## config.mk

```make
export PLATFORM = sky130hd
export DESIGN_NAME = ctrl_pipe
export DESIGN_NICKNAME = d
export VERILOG_FILES = /design/src/rtl/ctrl_pipe.sv
export SDC_FILE = /design/constraint.sdc
export NUM_CORES = 1
export LEC_CHECK = 0
export CORE_MARGIN = 8
export CORE_UTILIZATION = 44
export CTS_BUF_LIST = sky130_fd_sc_hd__clkbuf_8
export CTS_CLUSTER_SIZE = 16
export DETAILED_ROUTE_END_ITERATION = 10
export GPL_TIMING_DRIVEN = 0
export PLACE_DENSITY = 0.8
export SLEW_MARGIN = 30
export SYNTH_ARGS = -nofsm -noshare
export SYNTH_HDL_FRONTEND = slang
export SYNTH_SLANG_ARGS = --single-unit
```

## constraint.sdc

```tcl
create_clock -name clk -period 1.2 [get_ports clk]
set_input_delay 0.24 -clock clk [delete_from_list [all_inputs] [get_ports clk]]
set_output_delay 0.24 -clock clk [all_outputs]
set_load 0.02 [all_outputs]
```

## src/rtl/ctrl_pipe.sv

```systemverilog
// ctrl_pipe: multi-stage control-word pipeline with per-stage stall/flush and debugger drain/halt/resume.
module ctrl_pipe #(
    parameter int WIDTH = 5,
    parameter int DEPTH = 2,
    localparam int CW = $clog2(DEPTH + 1)
) (
    input  logic             clk,
    input  logic             rst_n,
    input  logic [WIDTH-1:0] in_ctrl,
    input  logic             in_valid,
    output logic             in_ready,
    input  logic [DEPTH-1:0] stall,
    input  logic [DEPTH-1:0] flush,
    input  logic             halt_req,
    input  logic             resume_req,
    output logic [WIDTH-1:0] out_ctrl,
    output logic             out_valid,
    output logic [DEPTH-1:0] stage_valid,
    output logic [CW-1:0]    occupancy,
    output logic             halted
);
    typedef enum logic [1:0] {RUN, DRAIN, HALTED} state_e;
    state_e state_q, state_d;
    logic [DEPTH-1:0][WIDTH-1:0] word_q, word_d;
    logic [DEPTH-1:0] valid_q, valid_d, h;
    logic accept;
    assign in_ready = (state_q == RUN) && !h[0];
    assign accept = in_valid && in_ready;
    always_comb begin
        h = stall;
        for (int k = DEPTH - 2; k >= 0; k--) h[k] = stall[k] | h[k+1];
        valid_d[0] = flush[0] ? 1'b0 : h[0] ? valid_q[0] : accept;
        word_d[0] = flush[0] ? '0 : h[0] ? word_q[0] : accept ? in_ctrl : '0;
        for (int k = 1; k < DEPTH; k++) begin
            valid_d[k] = flush[k] ? 1'b0 : h[k] ? valid_q[k] : h[k-1] ? 1'b0 : valid_q[k-1];
            word_d[k] = flush[k] ? '0 : h[k] ? word_q[k] : h[k-1] ? '0 : word_q[k-1];
        end
    end
    // resume wins over everything outside RUN; DRAIN completes only once every stage is empty
    always_comb begin
        state_d = (state_q != RUN && resume_req) ? RUN :
                  (state_q == RUN && halt_req) ? DRAIN :
                  (state_q == DRAIN && !(|valid_q)) ? HALTED : state_q;
    end
    always_comb begin
        occupancy = '0;
        for (int k = 0; k < DEPTH; k++) occupancy = occupancy + CW'(valid_q[k]);
    end
    always_ff @(posedge clk or negedge rst_n) begin
        if (!rst_n) begin
            state_q <= RUN;
            word_q <= '0;
            valid_q <= '0;
        end else begin
            state_q <= state_d;
            word_q <= word_d;
            valid_q <= valid_d;
        end
    end
    assign out_ctrl = word_q[DEPTH-1];
    assign out_valid = valid_q[DEPTH-1];
    assign stage_valid = valid_q;
    assign halted = (state_q == HALTED);
endmodule
```

==> run_results.csv, run 1 <==
group,metric,value,unit
route,drc_errors,0,
clocking,cts_tree,"done",
hold_path,hp-class,"in2async",
synthesis,ys_ff_latch,14,
clocking,root_buffer,"clkbuf_8",
synthesis,synth_seq_area_share,0.516,
route,drtAntennaViolNets,0,
timing,rsz0062_at_grt,"true",
timing,fin_ws,-0.197,ns
clocking,clkTransAtPathRegs,0.06,ns
global_route,grt.total_usage,0.101,
route,first_iter_violations,6,
floorplan,fp.dieW,55.3,µm
floorplan,ios,26,
clocking,clk-insertion-delay-late,0.24,ns
synthesis,syn_area,679,µm²
timing,finalCritPeriodShare,1.16,
synthesis,yosysUniqueCellTypes,16,
timing,clock.fmax,716,MHz
pwr,total_power,1.19,mW
critical_path,reg2reg_from,"state_q[1]$_DFFE_PN0P_",
floorplan,die_area,3060,µm²
timing,hold_viol_final,0,
timing,fin_crit,1.40,ns
clocking,holdBufCountCts,0,
finish,syn_to_final_growth,58.9,%
pwr,ir_drop,0.840,mV
run_status,outcome,"finished with violations",
global_route,first_global_vias,572,
critical_path,path_class,"reg2out",
route,viasPerCell,5.10,
clocking,numCtsBuffers,3,
synthesis,post_synth.cell_area_avg,11.5,µm²
synthesis,ys_warn_count,0,
critical_path,reg2reg_setup_slack,0,ns
timing,finalSetupTns,-0.607,ns
placed_design,pre_cts_ws,-1.03,ns
critical_path,r2r-end,"state_q[0]$_DFFE_PN0P_",
critical_path,reg2reg_depth,4,
clocking,clock_sinks,14,
run_status,violations,"negative setup slack",
pwr,power-per-cell-area,1100,nW/µm²
global_route,overflow,0,
placed_design,gp_congestion,0.742,
clocking,htree_levels,1,
route,vias,571,
route,postRouteWirelength,1.57,mm
floorplan,start_util,0.462,
timing,setup_viol,4,
placed_design,place_hpwl,1.09,mm
floorplan,die_h,55.3,µm
critical_path,cp.arrival,1.16,ns
route,firstDrtPassIters,2,
finish,final_core_util,0.734,
timing,max_slew_margin,0.583,
floorplan,rows,14,
global_route,grt_max_degree,15,
global_route,grt_antenna_before_repair,0,
placed_design,port_buffers,25,
timing,worstMarginPinSlew,0.624,ns
pwr,power_leakage,0.500,nW
floorplan,core_area,1470,µm²
finish,fin_nets,113,
route,routed_wire_length_per_instance,14.0,µm
timing,slew_violations,0,
timing,skew,0.00123,ns
finish,antenna_cells,0,
critical_path,cp_data_required_time,0.96,ns
finish,layout_commonest_cell,"buf_4",
critical_path,cp-start-kind,"flip-flop",
flow_run,drv_cap,0,
clocking,cts.path.max_buffers,2,
synthesis,postSynthCellCount,59,
finish,layout-drive-gt1-share,0.438,
synthesis,synth.net_count,75,
critical_path,critPathMaxFanout,2,
finish,final_area,1080,µm²
placed_design,place_area,950,µm²
global_route,grt_pass1_wl,2.59,mm
finish,final_cell_mix,"13 x buf_4, 12 x dfrtp_1, 11 x clkdlybuf4s50_1",
critical_path,end_kind,"output port",
-- worst max-delay path, cell delays in order, from the launching register on --
cell and delay (ns):
dfrtp_1 0.41, nor4_4 0.31, buf_4 0.19
-- cell usage after synthesis --
master	n	area, µm²
nor2b_1	2	12.5
buf_6	1	11.3
nor2_1	2	7.51
buf_4	6	45.0
o21ba_2	1	10.0
a21oi_1	7	35.0
nand2_1	6	22.5
a32o_1	6	60.1
or3b_2	2	17.5
or3b_1	4	35.0
a22o_1	1	8.76
dfrtp_1	14	350
inv_1	3	11.3
nor4_4	1	21.3
nand2b_1	1	6.26
ha_1	2	25.0
-- repair_timing --
action	CTS	global route
pin swaps	1	1
buffers inserted	7	2
endpoints found under the setup margin	24	13
gates resized for setup	58	15
-- per-layer routing --
metal  wire length [µm]  vias up  global-route usage
met2                783       13               0.155
met1                700      278               0.115
li1                   -      278                   -
met3                 81        2              0.0434
met4                  6        0              0.0528
met5                  0        -                   0
-- sequential cells by signal, indices dropped and copies added, names as in the netlist --
register	cells
state_q	2
stage_valid	2
out_ctrl	5
word_q	5
-- through the flow --
step	std cells	hold slack [ns]
6_report	112	0.384
5_1_grt	112	0.444
4_1_cts	111	0.406
3_5_place_dp	100	0.476
3_3_place_gp	100	0.471
2_1_floorplan	59	-0.0556
-- layout make-up --
class / instances / area [µm²]
multi-input combinational: 35 / 289
clock buffer: 4 / 55.1
tap: 16 / 20.0
buffer: 7 / 60.1
inverter: 3 / 11.3
timing repair buffer: 33 / 292
fill: 119 / 392
sequential: 14 / 353
-- power breakdown --
| group | switching, mW | total (mW) | internal, mW |
|---|---|---|---|
| registers | 0.0245 | 0.517 | 0.493 |
| clock network | 0.166 | 0.457 | 0.290 |
| logic | 0.0927 | 0.212 | 0.120 |
-- logic make-up (layout without fill, tap and decap cells) --
| kind of cell | count (synthesis) | count (layout) | share of synthesized area |
|---|---|---|---|
| buffers and inverters | 10 | 47 | 0.0994 |
| adder cells (fa/ha/maj) | 2 | 2 | 0.0368 |
| flip-flops | 14 | 14 | 0.516 |
| AO/OA/AOI/OAI | 15 | 15 | 0.168 |
| AND/OR/NAND/NOR | 18 | 18 | 0.180 |
-- how the worst max path moves through the flow --
stage          slack, ns                     to              startpoint  cells past startpoint
2_1_floorplan      -0.04  word_q[0]$_DFFE_PN0P_  state_q[0]$_DFFE_PN0P_                      2
3_3_place_gp       -1.05               in_ready                stall[0]                      3
3_5_place_dp       -1.03               in_ready                stall[0]                      3
4_1_cts            -0.22               in_ready  state_q[0]$_DFFE_PN0P_                      2
5_1_grt            -0.27               in_ready  state_q[1]$_DFFE_PN0P_                      2
6_report           -0.20               in_ready  state_q[1]$_DFFE_PN0P_                      2
No activity file was read; power rests on OpenSTA's default activity.
==> inputs of run 2 (changes only) <==
Clock period 1.2 ns to 1.4 ns, I/O delays scaled along.
==> run_results.csv, run 2 (synthesized netlist as in run 1, its figures left out) <==
group,metric,value,unit
run_status,outcome,"finished with violations",
run_status,violations,"negative setup slack",
critical_path,end_kind,"output port",
timing,slew_violations,0,
finish,final_cell_mix,"12 x buf_4, 11 x clkdlybuf4s50_1, 11 x dfrtp_1",
clocking,clock_sinks,14,
global_route,grt_max_degree,15,
clocking,root_buffer,"clkbuf_8",
floorplan,start_util,0.462,
placed_design,pre_cts_ws,-0.804,ns
timing,fin_crit,1.42,ns
clocking,cts_tree,"done",
pwr,power-per-cell-area,893,nW/µm²
clocking,numCtsBuffers,3,
route,firstDrtPassIters,4,
floorplan,die_area,3060,µm²
global_route,grt_antenna_before_repair,0,
timing,rsz0062_at_grt,"true",
pwr,power_leakage,0.501,nW
timing,finalCritPeriodShare,1.01,
finish,post_layout_nonfiller_instances,110,
placed_design,gp_congestion,0.744,
floorplan,fp.dieW,55.3,µm
critical_path,path_class,"reg2out",
clocking,cts.path.max_buffers,2,
clocking,clkTransAtPathRegs,0.05,ns
finish,layout-drive-gt1-share,0.351,
global_route,grt_pass1_wl,2.94,mm
floorplan,core_area,1470,µm²
flow_run,drv_cap,0,
placed_design,port_buffers,25,
finish,antenna_cells,0,
critical_path,crit_top_cell,"buf_6",
critical_path,cp.arrival,1.14,ns
finish,syn_to_final_growth,54.1,%
global_route,overflow,0,
floorplan,die_h,55.3,µm
timing,max_slew_margin,0.565,
timing,clock.fmax,704,MHz
placed_design,place_hpwl,1.22,mm
global_route,first_global_vias,655,
timing,skew,0.000918,ns
route,routed_wire_length_per_instance,16.5,µm
critical_path,path_cells,"buf_6, inv_4, ha_4, buf_6",
timing,worstMarginPinSlew,0.650,ns
critical_path,max_stage_delay,0.43,ns
finish,fin_nets,112,
critical_path,cp-start-kind,"flip-flop",
route,drc_errors,0,
critical_path,cp_slowest_cell,"dfrtp_2",
hold_path,hp-class,"in2async",
route,drtAntennaViolNets,0,
route,first_iter_violations,17,
route,postRouteWirelength,1.81,mm
clocking,htree_levels,1,
floorplan,ios,26,
floorplan,rows,14,
route,viasPerCell,5.33,
placed_design,place_inst,100,
clocking,clk-insertion-delay-late,0.24,ns
critical_path,cp_data_required_time,1.12,ns
timing,hold_viol_final,0,
route,vias,586,
timing,setup_viol,2,
critical_path,critPathMaxFanout,4,
global_route,grt.total_usage,0.114,
pwr,ir_drop,0.686,mV
finish,layout_commonest_cell,"buf_4",
timing,fin_ws,-0.0204,ns
[run 2: path summary, 6_finish.rpt]
kind / from / endpoint / slack, ns / cells past startpoint
setup / recovery: stage_valid[1]$_DFFE_PN0P_ / occupancy[0] / -0.02 / 4
hold / removal: rst_n / out_ctrl[0]$_DFFE_PN0P_ / 0.44 / 1
setup reg to reg: state_q[1]$_DFFE_PN0P_ / word_q[3]$_DFFE_PN0P_ / 0.08 / 5
hold reg to reg: word_q[4]$_DFFE_PN0P_ / word_q[4]$_DFFE_PN0P_ / 0.50 / 1
max in group asynchronous: rst_n / state_q[0]$_DFFE_PN0P_ / 0.50 / 1
min in group clk: stall[1] / out_ctrl[0]$_DFFE_PN0P_ / 0.45 / 3
[run 2: per-stage QoR]
stage	power, mW	utilization	TNS [ns]	area (µm²)	hold slack, ns
2_1_floorplan	0.515	-	0	679	-0.0156
3_3_place_gp	0.598	0.645	-2.82	950	0.466
3_5_place_dp	0.602	0.645	-3.00	950	0.483
4_1_cts	0.923	0.679	-0.162	998	0.442
5_1_grt	0.977	0.712	-0.119	1050	0.467
6_report	0.936	0.712	-0.0380	1050	0.443
[run 2: per-layer routing]
layer / track usage / vias to the layer above / part of all wire
met3: 0.0251 / 4 / 0.063
met2: 0.202 / 24 / 0.54
li1: - / 274 / -
met5: 0 / - / 0
met4: 0.0739 / 0 / 0.025
met1: 0.117 / 284 / 0.37
[run 2: report_power, final]
group	leakage, nW	total (mW)	switching [mW]	internal (mW)
Sequential	0.188	0.446	0.0225	0.424
Clock	0.0216	0.317	0.127	0.190
Combinational	0.291	0.173	0.0813	0.0913
[run 2: layout make-up]
class / count / area [µm²]
buffer: 7 / 56.3
clock buffer: 3 / 41.3
fill: 110 / 424
inverter: 3 / 13.8
multi-input combinational: 35 / 277
sequential: 14 / 354
tap: 16 / 20.0
timing repair buffer: 32 / 285
[run 2: repair_timing]
item,in CTS,in global routing
resized for setup,28,17
buffers inserted,5,2
pin swaps,1,2
hold buffers,0,0
gates cloned,0,0
setup endpoints to repair,12,4
[run 2: critical path, delay by kind of cell (launching register included)]
kind       cells  cell delay [ns]
fa+ha+maj      1             0.18
buf+inv        3             0.29
flops          1             0.43
